### src/rtl/uart_tx_mmio_if.sv
// CPU data-bus view of the UART transmitter register window.
interface uart_tx_mmio_if;
  logic        DwReadEnable;
  logic        DwWriteEnable;
  logic [3:0]  DwByteEnable;
  logic [31:0] DwAddress;
  logic [31:0] DwWriteData;
  logic [31:0] oReadData;
  logic        oHit;

  modport master (
    output DwReadEnable,
    output DwWriteEnable,
    output DwByteEnable,
    output DwAddress,
    output DwWriteData,
    input  oReadData,
    input  oHit
  );

  modport slave (
    input  DwReadEnable,
    input  DwWriteEnable,
    input  DwByteEnable,
    input  DwAddress,
    input  DwWriteData,
    output oReadData,
    output oHit
  );
endinterface

### src/rtl/uart_tx_mmio.sv
// Memory-mapped 8N1 UART transmitter with a TX FIFO and a programmable bit divisor.
// Window: +0 DATA (push), +4 STATUS, +8 DIV.
module uart_tx_mmio #(
  parameter logic [31:0] BASE        = 32'hFF20_0100,
  parameter int unsigned DEPTH       = 8,
  parameter logic [15:0] DEFAULT_DIV = 16'd434
) (
  input  logic          iCLK,
  input  logic          iRST,
  uart_tx_mmio_if.slave bus,
  output logic          oTX,
  output logic          oIRQ
);

  localparam int unsigned PtrW = $clog2(DEPTH);
  localparam int unsigned CntW = $clog2(DEPTH + 1);

  typedef enum logic [1:0] {StIdle, StStart, StData, StStop} state_e;

  // Address decode
  logic [31:0] offset;
  logic        sel_data, sel_stat, sel_div;

  assign offset   = bus.DwAddress - BASE;
  assign sel_data = (offset == 32'd0);
  assign sel_stat = (offset == 32'd4);
  assign sel_div  = (offset == 32'd8);
  assign bus.oHit = sel_data | sel_stat | sel_div;

  // Writes landing in a reset cycle must have no effect.
  logic bus_we;
  logic push_req, ovf_clr;

  assign bus_we   = bus.DwWriteEnable & iRST;
  assign push_req = bus_we & sel_data & bus.DwByteEnable[0];
  assign ovf_clr  = bus_we & sel_stat & bus.DwByteEnable[0] & bus.DwWriteData[3];

  // FIFO storage and bookkeeping
  logic [7:0]      mem_q [DEPTH];
  logic [PtrW-1:0] wr_ptr_q, rd_ptr_q;
  logic [CntW-1:0] count_q, count_d;
  logic            full, empty, pop, push;

  assign full  = (count_q == CntW'(DEPTH));
  assign empty = (count_q == '0);
  // A pop in the same edge frees a slot, so a push into a full FIFO is still taken.
  assign push  = push_req & (~full | pop);

  // Control/status registers
  logic        ovf_q, ovf_d;
  logic [15:0] div_q, div_d;
  logic [15:0] div_eff;

  assign div_eff = (div_q == 16'd0) ? 16'd1 : div_q;

  // Transmit FSM state
  state_e      state_q, state_d;
  logic [7:0]  shift_q, shift_d;
  logic [2:0]  bit_idx_q, bit_idx_d;
  logic [15:0] tick_q, tick_d;
  logic [15:0] div_lat_q, div_lat_d;
  logic        tx_q, tx_d;
  logic        irq_q, irq_d;
  logic        bit_done;
  logic        busy;

  assign bit_done = (tick_q == div_lat_q - 16'd1);
  assign busy     = (state_q != StIdle);

  // FIFO occupancy next-state
  always_comb begin
    count_d = count_q;
    if (push && !pop) begin
      count_d = count_q + CntW'(1);
    end else if (pop && !push) begin
      count_d = count_q - CntW'(1);
    end
  end

  // Overflow flag and divisor next-state
  always_comb begin
    ovf_d = ovf_q;
    div_d = div_q;
    if (ovf_clr) begin
      ovf_d = 1'b0;
    end
    if (push_req && full && !pop) begin
      ovf_d = 1'b1;
    end
    if (bus_we && sel_div && bus.DwByteEnable[0]) begin
      div_d[7:0] = bus.DwWriteData[7:0];
    end
    if (bus_we && sel_div && bus.DwByteEnable[1]) begin
      div_d[15:8] = bus.DwWriteData[15:8];
    end
  end

  // FSM next-state; a frame start pops the head byte and latches the divisor
  always_comb begin
    state_d   = state_q;
    shift_d   = shift_q;
    bit_idx_d = bit_idx_q;
    tick_d    = tick_q;
    div_lat_d = div_lat_q;
    pop       = 1'b0;
    unique case (state_q)
      StIdle: begin
        if (!empty) begin
          pop       = 1'b1;
          state_d   = StStart;
          shift_d   = mem_q[rd_ptr_q];
          div_lat_d = div_eff;
          tick_d    = 16'd0;
        end
      end
      StStart: begin
        if (bit_done) begin
          tick_d    = 16'd0;
          bit_idx_d = 3'd0;
          state_d   = StData;
        end else begin
          tick_d = tick_q + 16'd1;
        end
      end
      StData: begin
        if (bit_done) begin
          tick_d  = 16'd0;
          shift_d = shift_q >> 1;
          if (bit_idx_q == 3'd7) begin
            state_d = StStop;
          end else begin
            bit_idx_d = bit_idx_q + 3'd1;
          end
        end else begin
          tick_d = tick_q + 16'd1;
        end
      end
      StStop: begin
        if (bit_done) begin
          tick_d = 16'd0;
          if (!empty) begin
            pop       = 1'b1;
            state_d   = StStart;
            shift_d   = mem_q[rd_ptr_q];
            div_lat_d = div_eff;
          end else begin
            state_d = StIdle;
          end
        end else begin
          tick_d = tick_q + 16'd1;
        end
      end
      default: state_d = StIdle;
    endcase
  end

  // Line and interrupt are registered from next-state so they change with the state
  always_comb begin
    tx_d = 1'b1;
    unique case (state_d)
      StStart: tx_d = 1'b0;
      StData:  tx_d = shift_d[0];
      default: tx_d = 1'b1;
    endcase
    irq_d = (state_d == StIdle) && (count_d == '0);
  end

  // FSM, line and interrupt registers
  always_ff @(posedge iCLK) begin
    if (!iRST) begin
      state_q   <= StIdle;
      shift_q   <= 8'd0;
      bit_idx_q <= 3'd0;
      tick_q    <= 16'd0;
      div_lat_q <= 16'd1;
      tx_q      <= 1'b1;
      irq_q     <= 1'b1;
    end else begin
      state_q   <= state_d;
      shift_q   <= shift_d;
      bit_idx_q <= bit_idx_d;
      tick_q    <= tick_d;
      div_lat_q <= div_lat_d;
      tx_q      <= tx_d;
      irq_q     <= irq_d;
    end
  end

  // FIFO pointers, count and control registers
  always_ff @(posedge iCLK) begin
    if (!iRST) begin
      wr_ptr_q <= '0;
      rd_ptr_q <= '0;
      count_q  <= '0;
      ovf_q    <= 1'b0;
      div_q    <= DEFAULT_DIV;
    end else begin
      if (push) begin
        wr_ptr_q <= wr_ptr_q + PtrW'(1);
      end
      if (pop) begin
        rd_ptr_q <= rd_ptr_q + PtrW'(1);
      end
      count_q <= count_d;
      ovf_q   <= ovf_d;
      div_q   <= div_d;
    end
  end

  // FIFO storage; contents are don't-care while the count says empty
  always_ff @(posedge iCLK) begin
    if (push) begin
      mem_q[wr_ptr_q] <= bus.DwWriteData[7:0];
    end
  end

  // Read mux; reads never change state
  logic [31:0] status;

  assign status = {23'd0, 5'(count_q), ovf_q, busy, empty, full};

  always_comb begin
    bus.oReadData = 32'd0;
    if (bus.DwReadEnable) begin
      if (sel_stat) begin
        bus.oReadData = status;
      end else if (sel_div) begin
        bus.oReadData = {16'd0, div_q};
      end
    end
  end

  assign oTX  = tx_q;
  assign oIRQ = irq_q;

  logic unused_bus;
  assign unused_bus = ^{bus.DwWriteData[31:16], bus.DwByteEnable[3:2]};

endmodule
### src/flat_wrapper.sv
// flat-port wrapper written by rule: the top's interface ports become plain ports
module uart_tx_mmio_flat 
#(
  parameter logic [31:0] BASE        = 32'hFF20_0100,
  parameter int unsigned DEPTH       = 8,
  parameter logic [15:0] DEFAULT_DIV = 16'd434
)
  (iCLK, iRST, oTX, oIRQ, bus_DwReadEnable, bus_DwWriteEnable, bus_DwByteEnable, bus_DwAddress, bus_DwWriteData, bus_oReadData, bus_oHit);
  uart_tx_mmio_if bus_i ();
  input  logic iCLK;
  input  logic iRST;
  output logic oTX;
  output logic oIRQ;
  input wire logic [$bits(bus_i.DwReadEnable)-1:0] bus_DwReadEnable;
  input wire logic [$bits(bus_i.DwWriteEnable)-1:0] bus_DwWriteEnable;
  input wire logic [$bits(bus_i.DwByteEnable)-1:0] bus_DwByteEnable;
  input wire logic [$bits(bus_i.DwAddress)-1:0] bus_DwAddress;
  input wire logic [$bits(bus_i.DwWriteData)-1:0] bus_DwWriteData;
  output wire logic [$bits(bus_i.oReadData)-1:0] bus_oReadData;
  output wire logic [$bits(bus_i.oHit)-1:0] bus_oHit;
  assign bus_i.DwReadEnable = bus_DwReadEnable;
  assign bus_i.DwWriteEnable = bus_DwWriteEnable;
  assign bus_i.DwByteEnable = bus_DwByteEnable;
  assign bus_i.DwAddress = bus_DwAddress;
  assign bus_i.DwWriteData = bus_DwWriteData;
  assign bus_oReadData = bus_i.oReadData;
  assign bus_oHit = bus_i.oHit;
  uart_tx_mmio #(.BASE(BASE), .DEPTH(DEPTH), .DEFAULT_DIV(DEFAULT_DIV)) u_core (.iCLK(iCLK), .iRST(iRST), .bus(bus_i), .oTX(oTX), .oIRQ(oIRQ));
endmodule
### config.mk
export PLATFORM = sky130hd
export DESIGN_NAME = uart_tx_mmio_flat
export DESIGN_NICKNAME = d
export VERILOG_FILES = /design/src/rtl/uart_tx_mmio_if.sv /design/src/rtl/uart_tx_mmio.sv /design/src/flat_wrapper.sv
export SDC_FILE = /design/constraint.sdc
export NUM_CORES = 1
export LEC_CHECK = 0
export CORE_MARGIN = 2
export CORE_UTILIZATION = 40
export DETAILED_ROUTE_END_ITERATION = 6
export PLACE_DENSITY_LB_ADDON = 0.15
export SYNTH_ARGS = -nofsm -noshare
export SYNTH_HDL_FRONTEND = slang
export SYNTH_SLANG_ARGS = --single-unit
### constraint.sdc
create_clock -name iCLK -period 4 [get_ports iCLK]
set_input_delay 0.8 -clock iCLK [delete_from_list [all_inputs] [get_ports iCLK]]
set_output_delay 0.8 -clock iCLK [all_outputs]
set_load 0.02 [all_outputs]
Yosys cells after proc, flatten, opt, wreduce, memory -nomap -nowiden --
Memory sizes are Yosys's and may differ from the RTL's. A register that Yosys moved wholly into a read port is not among the register bits. Cells that the tools add are included.
Word-level totals: logic and storage cells 111, memory bits (writable) 64, bits of input ports 72, bits in registers 74, memories kept 1
Cells by class: multiplexer cells 37, equal/unequal tests 15, reductions and logical operators 25, $add $sub $neg 8, bitwise operators 11
Memory list:
- u_core.mem_q | depth 8, width 8, read ports 1, clocked after memory_dff 1, write ports 1, RTL line uart_tx_mmio.sv:39 | logic [7:0] mem_q [DEPTH];
Operators with widths (count):
- $mux 16 | 6
- $mux 32 | 2
- $pmux 16 s2 | 2
- $eq 32x3->1 const B | 1
- $eq 32x4->1 const B | 1
- $logic_not 32->1 | 1
- $sub 32x32->32 const B | 1
- $mux 8 | 3
- $pmux 8 s3 | 1
- $add 16x1->16 const B | 1
- $eq 16x16->1 | 1
- $logic_not 16->1 | 1
- $sub 16x1->16 const B | 1
- $mux 3 | 5
- $mux 2 | 5
- $add 3x1->3 const B | 3
- $logic_and 1x1->1 | 8
- $logic_not 4->1 | 2
- $mux 4 | 2
- $pmux 2 s4 | 1
- $reduce_bool 2->1 | 4
- $and 1x1->1 | 7
- $mux 1 | 7
- $eq 2x2->1 const B | 3
- 18 further kinds | 27

Longest topological paths before layout --
Gate-level depths: netlist of run 1.
depth after elaboration 12, gate-level depth with buffers 14

Least setup slack after synthesis of run 1 --
OpenSTA, ideal clock, no wires.
path kind input -> output, from input port bus_DwAddress[27], to output port bus_oReadData[2], stages 9, required time 3200 ps, path slack 122 ps, arrival time 3078 ps, buffers on the path 2, path through or4_1 -> a211oi_1 -> a41oi_1 -> nor3_1 -> and3b_1 -> clkbuf_1 -> clkbuf_1 -> nand2_1 -> a21boi_0
On the way: longest elaborated chain between the ends 5, elaborated cells between the ends (all ways) 6, those cells by class add/sub (1); eq/ne (2); mux (3)
RTL lines:
- start, declared | RTL line flat_wrapper.sv:17 | input wire logic [$bits(bus_i.DwAddress)-1:0] bus_DwAddress;
- $sub 32x32->32 * | RTL line uart_tx_mmio.sv:24 | assign offset = bus.DwAddress - BASE;
- $eq 32x4->1 | RTL line uart_tx_mmio.sv:27 | assign sel_div = (offset == 32'd8);
- $mux 16 | RTL line uart_tx_mmio.sv:227 | end else if (sel_div) begin
- $mux 32 * | RTL line uart_tx_mmio.sv:225 | if (sel_stat) begin
- $mux 32 * | RTL line uart_tx_mmio.sv:224 | if (bus.DwReadEnable) begin
- end, declared | RTL line flat_wrapper.sv:19 | output wire logic [$bits(bus_i.oReadData)-1:0] bus_oReadData;
Mark *: on every way between the ends. The rest lies on a longest branch, timed or not.

Worst setup path after layout of run 1 --
from input port bus_DwAddress[21], to output port bus_oReadData[1]
Same word-level chain as after synthesis.

==> results.toml, run 1 <==
[synth]
synthFlopType = "dfxtp_1"
synth_top_area_cell = "edfxtp_1"
yosys.area.top_type_share = 0.274
seq_area_frac_synth = 0.494
synthTopCellsByCount = "89 x nor2_1, 77 x dfxtp_1, 64 x edfxtp_1"
ys_ff_latch = 141
synth.distinct_cells = 67
synth_area_per_cell_um2 = 10.2
synth_area_um2 = 7020
yosys-top-cells-area = "edfxtp_1 27%, dfxtp_1 22%, mux4_2 5.1%"
synth-edff-count = 64
async_reset_ff_frac = 0
synth_warnings = 0
netlist_instances = 687
synth_most_common_cell = "nor2_1"

[route]
ant_nets = 0
drc = 0
dr_total_vias = 5399
drt_wl_total_um = 16600
drt_pass1_iterations = 5
viasPerCell = 5.31
drt_iter0_drc = 316
wl_per_cell_um = 16.4

[cts]
clock-sinks = 141
cts_htree_levels = 4
insertion_delay_ns = 0.42
cts_root_buffer = "clkbuf_16"
postCtsHoldBufs = 0
cts_tree = "yes"
cts.clk_slew.worst_paths_ns = 0.06
cts_buffers = 17
cts_buffer_depth = 2

[place]
port_buffers = 72
place_inst = 982
gp_congestion = 0.888
hpwl_um = 12400

[timing]
skew_ns = 0.0139
finalHoldViolations = 0
post-route-min-period_ns = 3.87
period_share = 0.967
setup_violations = 0
slew_violations = 0
tightest_slew_ns = 0.616
slew-limit-headroom = 0.589
final.setup.tns_ns = 0
holdWs_ns = 0.461
fmax_mhz = 258

[power_and_ir_drop]
p_seq_frac = 0.342
power.switching_mw = 1.71
p_int_mw = 3.50
p_comb_frac = 0.318
p_per_area_nw_per_um2 = 598
leakage_nw = 3.23
peakVddDrop_mv = 0.325
clock_power_share = 0.340
swShare = 0.329

[floorplanning]
fp.dieW_um = 136
die_area_um2 = 18600
die_y_um = 136
rows = 48
ios = 107
core-area_um2 = 17200
initial_utilization = 0.407

[global_routing]
grt_max_degree = 33
antenna_found_initial = 0
grt_overflow = 0
grtUsageTotal = 0.186
grt_pass1_vias = 5286
grt_first_pass_wirelength_um = 26800

[run_status]
status = "complete, no violations"

[hold_path]
hold_path_class = "register to register"

[setup_path]
endpoint_kind = "primary output"
critPathKind = "primary input to primary output"
critPathMaxFanout = 5
crit_arrival_ns = 3.07
start_kind = "primary input"
critPathRequiredTime_ns = 3.20

[layout]
drive_gt1_frac = 0.150
final_cell_count_no_fill = 1016
areaGrowthSynthToFinish_pct = 24.1
diodes = 0
nets = 864

[flow_run]
maxCapViolCount = 0
-- metrics by stage --
stage | utilization | worst slack, ns | instance area, um^2 | total power, mW
after floorplan | - | 0.122 | 7070 | 3.02
after global placement | 0.468 | -0.481 | 8070 | 3.42
after detailed placement | 0.468 | -0.578 | 8070 | 3.46
after CTS | 0.507 | 0.000778 | 8730 | 5.25
after global routing | 0.505 | -0.0127 | 8710 | 5.50
final | 0.505 | 0.131 | 8710 | 5.21
-- per-layer routing --
layer / vias up / global-route usage / share of wire
li1: 2643 / - / -
met1: 2584 / 0.250 / 0.46
met2: 158 / 0.305 / 0.48
met3: 14 / 0.0395 / 0.046
met4: 0 / 0.0509 / 0.010
met5: - / 0 / 0
-- area by class of cell --
| type | count | area, um^2 |
|---|---|---|
| Timing Repair Buffer | 106 | 910 |
| Tap cell | 225 | 282 |
| Clock buffer | 19 | 443 |
| Multi-Input combinational cell | 498 | 3340 |
| Sequential cell | 141 | 3460 |
| Clock inverter | 13 | 223 |
| Inverter | 14 | 52.6 |
| Fill cell | 1528 | 8530 |
-- worst paths after layout --
kind | startpoint | end | slack [ns] | depth (start not counted)
worst min-delay path | u_core.bit_idx_q[1] | u_core.bit_idx_q[1] | 0.46 | 2
worst max-delay path | bus_DwAddress[21] | bus_oReadData[1] | 0.13 | 10
worst min register to register | u_core.bit_idx_q[1] | u_core.bit_idx_q[1] | 0.46 | 2
worst max register to register | u_core.div_lat_q[0] | u_core.mem_q[0][4] | 0.33 | 12
-- cell usage in the layout, fill, tap and decap left out, types with 11 or more instances in the layout --
cell type / synthesis / final
inv_1: 13 / 13
nand3_1: 25 / 25
conb_1: 1 / 16
mux2i_1: 32 / 32
xor2_1: 16 / 16
buf_4: 16 / 34
dfxtp_1: 77 / 77
and3_1: 11 / 11
nand2_1: 63 / 63
clkbuf_16: 0 / 17
xnor2_1: 20 / 20
edfxtp_1: 64 / 64
nor2_1: 89 / 89
a21oi_1: 40 / 40
nor3_1: 14 / 13
mux4_2: 16 / 16
clkbuf_2: 0 / 13
nor4_1: 16 / 16
clkdlybuf4s50_1: 0 / 54
ha_1: 14 / 14
-- kinds of logic after synthesis --
kind of cell | Yosys count | share of synthesized area
compound gates | 98 | 0.0915
flops | 141 | 0.494
mux | 48 | 0.0970
buf+inv | 63 | 0.0426
other cells | 1 | 0.000534
fa+ha+maj | 14 | 0.0250
xor+xnor | 36 | 0.0449
simple gates | 286 | 0.205
-- state kept, by name, indices dropped and copies added, names as in the netlist, 4 cells and up, named ones only --
| name | count |
|---|---|
| u_core.count_q | 4 |
| u_core.tick_q | 16 |
| u_core.div_lat_q | 16 |
| u_core.shift_q | 8 |
| u_core.div_q | 16 |
| u_core.mem_q | 64 |
-- what timing repair did --
action,4_1_cts,5_1_grt
endpoints found under the setup margin,17,17
pin swaps,1,4
resized for setup,28,37
buffers inserted,0,2
-- critical path: stages --
cell	delay [ns]
clkdlybuf4s50_1	0.42
or3_1	0.44
a211oi_2	0.27
a41oi_2	0.07
nor3_2	0.25
and3b_2	0.25
buf_4	0.14
a22oi_1	0.09
nor2b_1	0.15
clkbuf_2	0.18
-- power groups by stage --
stage / Sequential, mW / Clock, mW / Combinational (mW)
after floorplan: 1.74 / 0 / 1.28
after global placement: 1.80 / 0 / 1.62
after detailed placement: 1.81 / 0 / 1.65
after CTS: 1.78 / 1.81 / 1.66
after global routing: 1.80 / 1.86 / 1.84
final: 1.78 / 1.77 / 1.66
(Power assumes the default switching activity.)
==> inputs of run 2 (changes only) <==
--- a/config.mk
+++ b/config.mk
@@ -5,8 +5,11 @@
 export SDC_FILE = /design/constraint.sdc
 export NUM_CORES = 1
 export LEC_CHECK = 0
+export CELL_PAD_IN_SITES_DETAIL_PLACEMENT = 0
+export CELL_PAD_IN_SITES_GLOBAL_PLACEMENT = 2
 export CORE_MARGIN = 2
-export CORE_UTILIZATION = 40
+export CORE_UTILIZATION = 35
+export CTS_CLUSTER_DIAMETER = 120
 export DETAILED_ROUTE_END_ITERATION = 6
 export PLACE_DENSITY_LB_ADDON = 0.15
 export SYNTH_ARGS = -nofsm -noshare
==> constraint.sdc (replaced) <==
create_clock -name iCLK -period 4.4 [get_ports iCLK]
set_input_delay 0.88 -clock iCLK [delete_from_list [all_inputs] [get_ports iCLK]]
set_output_delay 0.88 -clock iCLK [all_outputs]
set_load 0.02 [all_outputs]
==> run 2 against run 1 <==
Routed wire length is 5.9% higher. Combinational power shrank 9.6%. Register-to-register slack better by 0.39 ns. Sequential power fell by 8%. Clock-buffer cell count shrank 1. Sequential share of layout area rose by 0.69 points. Via count is 2.9% lower. Critical path type unchanged. Critical endpoint is now bus_oReadData[5]. Largest power group unchanged. Highest routed layer unchanged.
==> results.toml, run 2 (synthesis results as in run 1) <==
[place]
gp_congestion = 0.800
port_buffers = 72
placed_cell_area_um2 = 8090
place_inst = 1016
hpwl_um = 13300

[timing]
setup_violations = 0
skew_ns = 0.00830
period_share = 0.975
slew_violations = 0
rsz0062_at_grt = "false"
slew-limit-headroom = 0.481
fmax_mhz = 233
tightest_slew_ns = 0.778
post-route-min-period_ns = 4.29
finalHoldViolations = 0

[cts]
cts_root_buffer = "clkbuf_16"
postCtsHoldBufs = 0
cts_tree = "yes"
cts_buffer_depth = 2
postCtsSetupBuffers = 0
cts_htree_levels = 4
clock-sinks = 141
cts_resized = 18
cts_buffers = 17
insertion_delay_ns = 0.42
cts.clk_slew.worst_paths_ns = 0.07

[layout]
largest_register_ffs = 64
drive_gt1_frac = 0.135
largest-register = "u_core.mem_q"
final_cell_count_no_fill = 1048
mostFrequentLayoutCell = "nor2_1"
stdcell_area_um2 = 8560
diodes = 0
areaGrowthSynthToFinish_pct = 22.0
layout_common_cells = "89 x nor2_1, 77 x dfxtp_1, 64 x edfxtp_1"
nets = 856

[setup_path]
r2r.worst_path.cells = 12
cp_num_cells = 11
reg2reg_from = "u_core.div_lat_q[0]"
crit_buf_inv = 4
cpMostUsedCell = "buf_4"
r2r-end = "u_core.mem_q[0][4]"
critPathMaxFanout = 6
crit_chain = "clkdlybuf4s50_1 > or4_1 > a211oi_1 > a41oi_1 > nor3_1 > buf_4 > and3b_2 > buf_4 > a22oi_1 > nor2b_1 > buf_2"
critPathRequiredTime_ns = 3.52
endpoint_kind = "primary output"
rrSetupSlack_ns = 0.72
slowest_stage = "or4_1"
start_kind = "primary input"
crit_family = "simple AND/OR/NAND/NOR gates"
max_stage_delay_ns = 0.53
critPathKind = "primary input to primary output"
critPathLaunch = "bus_DwAddress[27]"
crit_arrival_ns = 3.41
crit_end = "bus_oReadData[5]"

[floorplanning]
die_area_um2 = 21200
fp.dieW_um = 146
initial_utilization = 0.358
die_y_um = 146
rows = 51
ios = 107
core-area_um2 = 19600

[route]
drc = 0
drt_iter0_drc = 278
wl_per_cell_um = 16.8
ant_nets = 0
drt_pass1_iterations = 5
viasPerCell = 5.00
dr_total_vias = 5242
drt_wl_total_um = 17600

[global_routing]
grtUsageTotal = 0.171
grt_pass1_vias = 5287
grt_overflow = 0
antenna_found_initial = 0
grt_first_pass_wirelength_um = 28400
grt_max_degree = 29

[run_status]
status = "complete, no violations"

[flow_run]
maxCapViolCount = 0

[hold_path]
hold_path_class = "register to register"

[power_and_ir_drop]
p_per_area_nw_per_um2 = 522
peakVddDrop_mv = 0.377
leakage_nw = 3.12
run 2: changes by cell type in the layout (fill, tap and decap cells not counted), moves of 2 or more:
cell	previous run	this run
clkdlybuf4s50_1	54	56
clkinvlp_4	0	3
buf_4	34	25
bufinv_16	5	0
buf_6	2	0
run 2: layout make-up:
type                    instances  area, um^2
flip-flops and latches        141        3460
repair buffers                 98         848
fillers                      1893       11000
well taps                     265         332
inverters                      14        52.6
clock buffers                  18         429
clock inverters                14         123
multi-input cells             498        3320
run 2: metal layers:
layer / GRT usage / part of all wire / up-vias
met5: 0 / 0 / -
met4: 0.0485 / 0.0080 / 0
met3: 0.0379 / 0.030 / 8
met2: 0.291 / 0.50 / 84
met1: 0.220 / 0.47 / 2515
li1: - / - / 2635
run 2: how the worst min path moves through the flow:
stage                                   start             endpoint  slack, ns  cells past startpoint
after floorplan           u_core.bit_idx_q[1]  u_core.bit_idx_q[1]       0.44                      2
after global placement    u_core.bit_idx_q[1]  u_core.bit_idx_q[1]       0.45                      2
after detailed placement  u_core.bit_idx_q[1]  u_core.bit_idx_q[1]       0.46                      2
after CTS                 u_core.bit_idx_q[1]  u_core.bit_idx_q[1]       0.47                      2
after global routing      u_core.bit_idx_q[1]  u_core.bit_idx_q[1]       0.48                      2
final                     u_core.bit_idx_q[1]  u_core.bit_idx_q[1]       0.46                      2
run 2: worst register-to-register path, stage by stage, from the launching register on:
cell and delay (ns):
dfxtp_1 0.37, inv_1 0.08, ha_1 0.18, nor3b_2 0.39
nand2_1 0.13, o311ai_1 0.38, o32ai_1 0.19, o41a_1 0.50
nand2b_4 0.21, a21o_1 0.29, or2_1 0.29, nor3_1 0.15
buf_4 0.22
run 2: per-stage QoR:
step / util / setup TNS (ns) / power, mW / hold WS, ns / setup slack (ns)
2_1_floorplan: - / 0 / 2.75 / 0.436 / 0.362
4_1_cts: 0.440 / 0 / 4.52 / 0.470 / 0.00488
6_report: 0.437 / 0 / 4.47 / 0.463 / 0.109
3_3_place_gp: 0.413 / -4.07 / 3.14 / 0.446 / -0.338
5_1_grt: 0.437 / 0 / 4.76 / 0.481 / 0.00448
3_5_place_dp: 0.413 / -4.10 / 3.16 / 0.460 / -0.378
run 2: power by group:
part	internal [mW]	total [mW]	switching [mW]	leakage, nW
Sequential	1.47	1.63	0.154	1.20
Combinational	0.661	1.50	0.834	1.65
Clock	0.741	1.35	0.605	0.264
Total	2.88	4.47	1.59	3.12
==> inputs of run 3 (changes only) <==
--- a/config.mk
+++ b/config.mk
@@ -7,9 +7,10 @@
 export LEC_CHECK = 0
 export CELL_PAD_IN_SITES_DETAIL_PLACEMENT = 0
 export CELL_PAD_IN_SITES_GLOBAL_PLACEMENT = 2
-export CORE_MARGIN = 2
+export CORE_MARGIN = 10
 export CORE_UTILIZATION = 35
 export CTS_CLUSTER_DIAMETER = 120
+export CTS_CLUSTER_SIZE = 24
 export DETAILED_ROUTE_END_ITERATION = 6
 export PLACE_DENSITY_LB_ADDON = 0.15
 export SYNTH_ARGS = -nofsm -noshare
==> run 3 against run 2 <==
Register-to-register slack worse by 0.02 ns. Via count is 2.1% higher. Maximum frequency is 2.6% higher. Final area is 0.85% higher. Clock power is 8% higher. Clock-buffer cell count stayed put. Worst hold slack worse by 0.0066 ns. Sequential share of layout area is 0.34 points lower. First-iteration DRC count is 43% lower. Clock skew is 0.0021 ns higher. Total power is 2.9% higher. Non-clock buffer count is 2 higher.
==> results.toml, run 3 (synthesis results as in run 1) <==
[timing]
skew_ns = 0.0104
rsz0062_at_grt = "false"
tightest_slew_ns = 0.809
setup_violations = 0
slew_violations = 0
period_share = 0.951
finalWorstSetupSlack_ns = 0.217
finalHoldViolations = 0
final.setup.tns_ns = 0
fmax_mhz = 239
post-route-min-period_ns = 4.18
slew-limit-headroom = 0.461

[setup_path]
crit_buf_inv = 4
r2r-end = "u_core.mem_q[0][1]"
start_kind = "primary input"
critPathRequiredTime_ns = 3.52
critPathLaunch = "bus_DwAddress[27]"
endpoint_kind = "primary output"
critPathKind = "primary input to primary output"
r2r.worst_path.cells = 12
critPathMaxFanout = 10
crit_chain = "clkdlybuf4s50_1 > or4_1 > a211oi_2 > a41oi_1 > nor3_1 > buf_4 > and3b_1 > buf_12 > a22oi_1 > nor2b_1 > clkbuf_2"
crit_arrival_ns = 3.30
slowest_stage = "or4_1"
cp_num_cells = 11
max_stage_delay_ns = 0.54
reg2reg_from = "u_core.div_lat_q[0]"
crit_end = "bus_oReadData[0]"
crit_family = "simple AND/OR/NAND/NOR gates"
rrSetupSlack_ns = 0.70

[floorplanning]
initial_utilization = 0.358
ios = 107
core-area_um2 = 19600
rows = 51
die_area_um2 = 26100
die_y_um = 162
fp.dieW_um = 162

[flow_run]
maxCapViolCount = 0

[cts]
cts_buffer_depth = 2
cts_tree = "yes"
clock-sinks = 141
insertion_delay_ns = 0.42
cts.clk_slew.worst_paths_ns = 0.06
cts_htree_levels = 4
cts_buffers = 17
postCtsHoldBufs = 0
cts_root_buffer = "clkbuf_16"

[route]
drt_pass1_iterations = 4
dr_total_vias = 5353
ant_nets = 0
drt_iter0_drc = 159
viasPerCell = 5.10
wl_per_cell_um = 17.5
drc = 0
drt_wl_total_um = 18400

[run_status]
status = "complete, no violations"

[global_routing]
antenna_found_initial = 0
grt_overflow = 0
grtUsageTotal = 0.143
grt_max_degree = 42
grt_pass1_vias = 5391
grt_first_pass_wirelength_um = 29400

[layout]
drive_gt1_frac = 0.140
fillers = 1857
mostFrequentLayoutCell = "nor2_1"
diodes = 0
multi_input_area_um2 = 3320
layout_common_cells = "89 x nor2_1, 77 x dfxtp_1, 64 x edfxtp_1"
largest_register_ffs = 64
nets = 858
seq_area_um2 = 3460
largest-register = "u_core.mem_q"
areaGrowthSynthToFinish_pct = 23.1

[place]
gp_congestion = 0.837
hpwl_um = 14100
port_buffers = 72
dpl_worst_slack_ns = -0.369

[hold_path]
hold_path_class = "register to register"
min_from = "u_core.bit_idx_q[2]"

[power_and_ir_drop]
clock_power_share = 0.318
p_int_mw = 2.99
p_seq_frac = 0.351
p_comb_frac = 0.331
p_per_area_nw_per_um2 = 533
peakVddDrop_mv = 0.393
swShare = 0.349
leakage_nw = 3.15
power.switching_mw = 1.61
## run 3: how the worst min path moves through the flow
stage | end | slack (ns) | cells past startpoint
after global routing | u_core.bit_idx_q[2] | 0.49 | 2
final | u_core.bit_idx_q[2] | 0.46 | 2
after CTS | u_core.bit_idx_q[2] | 0.46 | 2
after detailed placement | u_core.bit_idx_q[2] | 0.45 | 2
after global placement | u_core.bit_idx_q[1] | 0.44 | 2
after floorplan | u_core.bit_idx_q[1] | 0.44 | 2
## run 3: layout make-up
class / instances / area share
Timing Repair Buffer: 100 / 0.100
Sequential cell: 141 / 0.401
Tap cell: 265 / 0.0384
Multi-Input combinational cell: 498 / 0.385
Clock inverter: 14 / 0.0197
Inverter: 14 / 0.00609
Clock buffer: 18 / 0.0497
## run 3: worst register-to-register path, cell delays in order, from the launching register on
cell and delay [ns]:
dfxtp_1 0.36, inv_1 0.08, ha_1 0.17, nor3b_2 0.42, nand2_1 0.14, o311ai_1 0.41
o32ai_1 0.20, o41a_1 0.49, nand2b_4 0.20, a21o_1 0.29, or2_1 0.29, nor3_1 0.15
buf_4 0.21
## run 3: power by group through the flow
stage          Sequential [mW]  Combinational, mW  Clock, mW
3_5_place_dp              1.64               1.52          0
5_1_grt                   1.63               1.69       1.56
2_1_floorplan             1.58               1.16          0
4_1_cts                   1.62               1.53       1.50
6_report                  1.62               1.52       1.46
3_3_place_gp              1.64               1.50          0
## run 3: metrics by stage
step	instances	total power [mW]	instance area, um^2	util	hold WS [ns]
floorplan	702	2.75	7070	-	0.436
global placement	1017	3.15	8100	0.413	0.445
detailed placement	1017	3.16	8100	0.413	0.453
CTS	1049	4.65	8680	0.443	0.461
global route	1050	4.88	8640	0.441	0.489
finish	1050	4.60	8640	0.441	0.456
## run 3: timing repair
item | in CTS | in global routing
buffers inserted | 0 | 1
pin swaps | 0 | 1
hold endpoints to repair | 0 | 0
resized for setup | 21 | 33
setup endpoints to repair | 16 | 16
gates cloned | 0 | 0
## run 3: routing by layer
layer	wire (um)	part of all wire	track usage
met5	0	0	0
met4	164	0.0089	0.0389
met3	544	0.030	0.0369
met2	9330	0.51	0.246
met1	8350	0.45	0.172
